==> src/rtl/pc_step_sequencer_if.sv <==
// Sequencer <-> PC datapath bundle: address/write-enable controls, probes, capture results.
// master = sequencer side, slave = datapath/launcher side.
interface pc_step_sequencer_if #(
    parameter int ADDR_W = 3
);
    logic              start;
    logic [ADDR_W-1:0] instruction_A;
    logic              RegWrite;
    logic              MemWrite;
    logic [31:0]       probe_reg;
    logic [31:0]       probe_mem;
    logic              busy;
    logic              done;
    logic              cap_valid;
    logic [ADDR_W-1:0] cap_idx;
    logic [31:0]       cap_reg;
    logic [31:0]       cap_mem;
    logic [31:0]       signature;

    modport master (
        input  start, probe_reg, probe_mem,
        output instruction_A, RegWrite, MemWrite, busy, done,
               cap_valid, cap_idx, cap_reg, cap_mem, signature
    );

    modport slave (
        output start, probe_reg, probe_mem,
        input  instruction_A, RegWrite, MemWrite, busy, done,
               cap_valid, cap_idx, cap_reg, cap_mem, signature
    );
endinterface

==> src/rtl/pc_step_sequencer.sv <==
// Step-program sequencer driving PC address/write enables and capturing its probes.
// Optional running capture checksum enabled by defining PC_SEQ_SIGNATURE_EN.
module pc_step_sequencer #(
    parameter int NUM_STEPS   = 5,
    parameter int ADDR_W      = 3,
    parameter int HOLD_CYCLES = 10
) (
    input  logic                  clk,
    input  logic                  reset,
    pc_step_sequencer_if.master   bus
);
    localparam int CNT_W = ADDR_W + 1;
    localparam int HW    = (HOLD_CYCLES > 2) ? $clog2(HOLD_CYCLES) : 1;

    typedef enum logic [2:0] {S_IDLE, S_SETUP, S_EXEC, S_SAMPLE, S_DONE} state_t;

    state_t            state;
    logic [CNT_W-1:0]  step;
    logic [HW-1:0]     hold;
    logic              start_q;
    logic [ADDR_W-1:0] addr_q;
    logic              reg_we, mem_we;
    logic              busy_q, done_q, cap_valid_q;
    logic [ADDR_W-1:0] cap_idx_q;
    logic [31:0]       cap_reg_q, cap_mem_q;

    // {RegWrite, MemWrite}; at most one bit set per step
    function automatic logic [1:0] step_we(input logic [CNT_W-1:0] s);
        case (s)
            CNT_W'(1), CNT_W'(3), CNT_W'(4): step_we = 2'b10;
            CNT_W'(2):                       step_we = 2'b01;
            default:                         step_we = 2'b00;
        endcase
    endfunction

    always_ff @(posedge clk) begin
        if (reset) begin
            state       <= S_IDLE;
            step        <= '0;
            hold        <= '0;
            start_q     <= 1'b0;
            addr_q      <= '0;
            reg_we      <= 1'b0;
            mem_we      <= 1'b0;
            busy_q      <= 1'b0;
            done_q      <= 1'b0;
            cap_valid_q <= 1'b0;
            cap_idx_q   <= '0;
            cap_reg_q   <= '0;
            cap_mem_q   <= '0;
        end else begin
            // start only registers while launchable, so pulses mid-run never leak into DONE
            start_q     <= bus.start && (state == S_IDLE || state == S_DONE);
            cap_valid_q <= 1'b0;
            case (state)
                S_IDLE, S_DONE: begin
                    if (start_q) begin
                        state  <= S_SETUP;
                        step   <= '0;
                        addr_q <= '0;
                        busy_q <= 1'b1;
                        done_q <= 1'b0;
                    end
                end
                S_SETUP: begin
                    state            <= S_EXEC;
                    hold             <= '0;
                    {reg_we, mem_we} <= step_we(step);
                end
                S_EXEC: begin
                    if (hold == HW'(HOLD_CYCLES - 3)) begin
                        state  <= S_SAMPLE;
                        reg_we <= 1'b0;
                        mem_we <= 1'b0;
                    end else begin
                        hold <= hold + HW'(1);
                    end
                end
                S_SAMPLE: begin
                    cap_reg_q   <= bus.probe_reg;
                    cap_mem_q   <= bus.probe_mem;
                    cap_idx_q   <= step[ADDR_W-1:0];
                    cap_valid_q <= 1'b1;
                    if (step == CNT_W'(NUM_STEPS - 1)) begin
                        state  <= S_DONE;
                        busy_q <= 1'b0;
                        done_q <= 1'b1;
                    end else begin
                        state  <= S_SETUP;
                        step   <= step + CNT_W'(1);
                        addr_q <= ADDR_W'(step + CNT_W'(1));
                    end
                end
                default: state <= S_IDLE;
            endcase
        end
    end

    assign bus.instruction_A = addr_q;
    assign bus.RegWrite      = reg_we;
    assign bus.MemWrite      = mem_we;
    assign bus.busy          = busy_q;
    assign bus.done          = done_q;
    assign bus.cap_valid     = cap_valid_q;
    assign bus.cap_idx       = cap_idx_q;
    assign bus.cap_reg       = cap_reg_q;
    assign bus.cap_mem       = cap_mem_q;

`ifdef PC_SEQ_SIGNATURE_EN
    logic [31:0] sig_q;

    always_ff @(posedge clk) begin
        if (reset)
            sig_q <= '0;
        else if ((state == S_IDLE || state == S_DONE) && start_q)
            sig_q <= '0;
        else if (cap_valid_q)
            sig_q <= {sig_q[30:0], sig_q[31]} ^ cap_reg_q ^ cap_mem_q;
    end

    assign bus.signature = sig_q;
`else
    assign bus.signature = '0;
`endif
endmodule

==> src/flat_wrapper.sv <==
// flat-port wrapper written by rule: the top's interface ports become plain ports
module pc_step_sequencer_flat 
#(
    parameter int NUM_STEPS   = 5,
    parameter int ADDR_W      = 3,
    parameter int HOLD_CYCLES = 10
)
  (clk, reset, bus_start, bus_probe_reg, bus_probe_mem, bus_instruction_A, bus_RegWrite, bus_MemWrite, bus_busy, bus_done, bus_cap_valid, bus_cap_idx, bus_cap_reg, bus_cap_mem, bus_signature);
  pc_step_sequencer_if #(.ADDR_W(ADDR_W)) bus_i ();
  input  logic clk;
  input  logic reset;
  input wire logic [$bits(bus_i.start)-1:0] bus_start;
  input wire logic [$bits(bus_i.probe_reg)-1:0] bus_probe_reg;
  input wire logic [$bits(bus_i.probe_mem)-1:0] bus_probe_mem;
  output wire logic [$bits(bus_i.instruction_A)-1:0] bus_instruction_A;
  output wire logic [$bits(bus_i.RegWrite)-1:0] bus_RegWrite;
  output wire logic [$bits(bus_i.MemWrite)-1:0] bus_MemWrite;
  output wire logic [$bits(bus_i.busy)-1:0] bus_busy;
  output wire logic [$bits(bus_i.done)-1:0] bus_done;
  output wire logic [$bits(bus_i.cap_valid)-1:0] bus_cap_valid;
  output wire logic [$bits(bus_i.cap_idx)-1:0] bus_cap_idx;
  output wire logic [$bits(bus_i.cap_reg)-1:0] bus_cap_reg;
  output wire logic [$bits(bus_i.cap_mem)-1:0] bus_cap_mem;
  output wire logic [$bits(bus_i.signature)-1:0] bus_signature;
  assign bus_i.start = bus_start;
  assign bus_i.probe_reg = bus_probe_reg;
  assign bus_i.probe_mem = bus_probe_mem;
  assign bus_instruction_A = bus_i.instruction_A;
  assign bus_RegWrite = bus_i.RegWrite;
  assign bus_MemWrite = bus_i.MemWrite;
  assign bus_busy = bus_i.busy;
  assign bus_done = bus_i.done;
  assign bus_cap_valid = bus_i.cap_valid;
  assign bus_cap_idx = bus_i.cap_idx;
  assign bus_cap_reg = bus_i.cap_reg;
  assign bus_cap_mem = bus_i.cap_mem;
  assign bus_signature = bus_i.signature;
  pc_step_sequencer #(.NUM_STEPS(NUM_STEPS), .ADDR_W(ADDR_W), .HOLD_CYCLES(HOLD_CYCLES)) u_core (.clk(clk), .reset(reset), .bus(bus_i));
endmodule
==> config.mk <==
export PLATFORM = sky130hd
export DESIGN_NAME = pc_step_sequencer_flat
export DESIGN_NICKNAME = d
export VERILOG_FILES = /design/src/rtl/pc_step_sequencer_if.sv /design/src/rtl/pc_step_sequencer.sv /design/src/flat_wrapper.sv
export SDC_FILE = /design/constraint.sdc
export NUM_CORES = 1
export LEC_CHECK = 0
export ABC_AREA = 1
export CORE_MARGIN = 5
export CORE_UTILIZATION = 40
export CTS_BUF_LIST = sky130_fd_sc_hd__clkbuf_8 sky130_fd_sc_hd__clkbuf_16
export CTS_CLUSTER_SIZE = 8
export DETAILED_ROUTE_END_ITERATION = 8
export PLACE_DENSITY = 0.88
export SLEW_MARGIN = 20
export SYNTH_ARGS = -nofsm -noshare
export SYNTH_HDL_FRONTEND = slang
export SYNTH_SLANG_ARGS = --single-unit
==> constraint.sdc <==
create_clock -name clk -period 1.76 [get_ports clk]
set_input_delay 0.352 -clock clk [delete_from_list [all_inputs] [get_ports clk]]
set_output_delay 0.352 -clock clk [all_outputs]
set_load 0.02 [all_outputs]
==> out/qor_table.md <==
| Parameter | This run | Unit |
| --- | --- | --- |
| Status | completed | - |
| Clock tree buffer depth | 2 | - |
| Via total after detailed routing | 3,206 | - |
| Final count of hold timing violations | 0 | - |
| Worst hold margin | 0.477 | ns |
| Slowest-stage cell, CP | sky130_fd_sc_hd__clkdlybuf4s50_1 | - |
| Part of the cycle the worst path needs | 97.3 | % |
| Number of sinks driven by the clock tree | 84 | - |
| Clock Root Buffer | sky130_fd_sc_hd__clkbuf_8 | - |
| FP Rows | 33 | - |
| Worst Setup Path Type | reg -> out | - |
| Max-cap viol count | 0 | - |
| Number of library cell types mapped by synthesis | 21 | - |
| Number of cells produced by synthesis | 447 | - |
| Min-Delay Path Class | reg -> reg | - |
| Proportion of layout cells with a drive suffix above 1 | 5.64 | % |
| Clock Latency Late Sink | 0.35 | ns |
| I/O pin count | 174 | - |
| H-tree levels | 3 | - |
| Clock tree from TritonCTS | built | - |
| Estimated wirelength of the detail-placed design | 6.89 | mm |
| Initial antenna violation count | 0 | - |
| Height of the die | 102 | um |
| Signal arrival time at the worst endpoint | 1.36 | ns |
| GP Congestion | 0.857 | - |
| Antenna cells | 0 | - |
| Area Growth Syn to Fin | 46.9 | % |
| Synth Warn # | 0 | - |
| DRC violation count after routing | 0 | - |
| Fin area | 4990 | um^2 |
| Via count of the first global-routing pass | 3,087 | - |
| Maximum number of pins on one net before global-route repair | 55 | - |
| Top fanout value on the critical path | 2 | - |
| Total CTS buffers | 9 | - |
| Post-placement cell area | 4780 | um^2 |
| RSZ-0062 raised after global routing | false | - |
| Setup total negative slack | 0 | ns |
| Detailed-route wire length | 9.03 | mm |
| Average wire per standard cell | 13.1 | um |
| Required time reported for the critical path endpoint | 1.41 | ns |
| Effective utilization at floorplan | 41.1 | % |
| Slack of the critical path | 0.0473 | ns |
| Family with the most delay on the worst path | buffers and inverters | - |
| Period minus WS final | 1.71 | ns |
| DRT Pass-1 Iters | 4 | - |
| Final setup viols | 0 | - |
| Power per cell area | 1040 | nW/um^2 |
| Global Route Usage Sum | 17.4 | % |
| Startpoint types | register | - |
| Capturing element type of the critical path | output port | - |
| First-pass GRT wire length | 14.5 | mm |
| Number of buffers and inverters on the critical path | 1 | - |
| DP Worst Slack | 0.304 | ns |
| Maximum vdd ir drop | 0.528 | mV |
| Synthesized flop and latch total | 84 | - |
| Clk pin slew, worst setup/hold paths | 0.08 | ns |
| Area of the core region | 8260 | um^2 |
| Die area | 10,400 | um^2 |
| Portion of the post-synthesis area used by sequential elements | 49.5 | % |
| Overall die width | 102 | um |
| Series of cell instances along the critical path | clkdlybuf4s50_1 | - |
| DR vias/cell | 4.65 | - |
| Final setup skew | 0.00921 | ns |
| Initial DRC count | 113 | - |
| Mean instance size in the synthesized netlist | 7.60 | um^2 |
| # port buffers | 141 | - |
| Netlist area before placement | 3400 | um^2 |
| Net count, final | 653 | - |
| Post-route ant nets | 0 | - |
| Total grt overflow | 0 | - |
| Most common cell after layout, fill and taps aside | sky130_fd_sc_hd__nor2_1 | - |
| Most used cells in the layout excluding fill and tap cells | sky130_fd_sc_hd__nor2_1 (153), sky130_fd_sc_hd__clkdlybuf4s50_1 (138), sky130_fd_sc_hd__dfxtp_1 (84), sky130_fd_sc_hd__o21ai_0 (69), sky130_fd_sc_hd__conb_1 (32) | - |
| Standby leakage power | 1.95 | nW |
| Maximum frequency from static timing analysis | 0.584 | GHz |
| Slew Viols, Final | 0 | - |
| Worst path max stage delay | 0.63 | ns |
[power breakdown]
part | total (W) | internal [W] | switching (W) | leakage [nW]
clock network | 0.00148 | 0.000794 | 0.000690 | 0.105
registers | 0.00224 | 0.00211 | 0.000134 | 0.679
logic | 0.00148 | 0.000647 | 0.000834 | 1.17
total | 0.00520 | 0.00355 | 0.00166 | 1.95
[cells in the mapped netlist]
cell | count | area share [%]
sky130_fd_sc_hd__nor2_1 | 153 | 17
sky130_fd_sc_hd__dfxtp_1 | 84 | 50
sky130_fd_sc_hd__o21ai_0 | 69 | 10
sky130_fd_sc_hd__buf_4 | 38 | 8.4
sky130_fd_sc_hd__nand2_1 | 31 | 3.4
sky130_fd_sc_hd__a21oi_1 | 12 | 1.8
sky130_fd_sc_hd__clkbuf_1 | 11 | 1.2
sky130_fd_sc_hd__buf_2 | 9 | 1.3
sky130_fd_sc_hd__inv_1 | 9 | 0.99
sky130_fd_sc_hd__nand3_1 | 7 | 1.0
sky130_fd_sc_hd__ha_1 | 5 | 1.8
sky130_fd_sc_hd__o21ai_1 | 4 | 0.59
sky130_fd_sc_hd__inv_2 | 3 | 0.33
sky130_fd_sc_hd__nand4_1 | 3 | 0.55
sky130_fd_sc_hd__nand2_2 | 2 | 0.37
sky130_fd_sc_hd__nor3_1 | 2 | 0.29
sky130_fd_sc_hd__conb_1 | 1 | 0.11
sky130_fd_sc_hd__nand3_2 | 1 | 0.29
sky130_fd_sc_hd__nor2_4 | 1 | 0.33
sky130_fd_sc_hd__nor3_2 | 1 | 0.29
sky130_fd_sc_hd__xor2_1 | 1 | 0.26
[path summary, 6_finish.rpt]
check	start	to	slack, ns	cells past startpoint
worst max-delay path	u_core.bus.cap_idx[2]	bus_cap_idx[2]	0.05	1
worst min-delay path	u_core.bus.busy	u_core.bus.busy	0.48	2
worst max register to register	u_core.state[1]	u_core.bus.instruction_A[1]	0.31	7
worst min register to register	u_core.bus.busy	u_core.bus.busy	0.48	2
[logic make-up (layout without fill, tap and decap cells)]
group | after synthesis | after routing | share of synthesized area, %
AND/OR/NAND/NOR | 201 | 201 | 23.5
AO/OA/AOI/OAI | 85 | 85 | 12.5
flip-flops | 84 | 84 | 49.5
buffers and inverters | 70 | 177 | 12.3
adder cells (fa/ha/maj) | 5 | 5 | 1.84
other | 1 | 32 | 0.110
XOR/XNOR | 1 | 1 | 0.258
[per-stage QoR]
step	std cells	utilization (%)	total power [W]
floorplan	478	-	0.00320
global placement	675	57.8	0.00373
detailed placement	675	57.8	0.00378
CTS	690	60.4	0.00525
global route	690	60.4	0.00553
finish	690	60.4	0.00520
[timing repair]
action	4_1_cts	5_1_grt
resized for setup	2	1
hold buffers	0	0
setup buffers	0	0
setup endpoints to repair	2	1
[per-layer routing]
| metal | vias to the layer above | routed length, um | global-route usage [%] |
|---|---|---|---|
| li1 | 1622 | - | - |
| met2 | 136 | 4380 | 29.5 |
| met5 | - | 0 | 0 |
| met3 | 18 | 825 | 5.46 |
| met4 | 0 | 202 | 5.75 |
| met1 | 1430 | 3630 | 20.9 |
[layout make-up]
type                       count  area (um^2)
tap                          105          131
fill                         742         3270
inverter                      12         45.0
sequential                    84         1680
timing repair buffer         150         1500
multi-input combinational    324         1420
clock inverter                 6         90.1
clock buffer                   9          124
(Power assumes the default switching activity.)
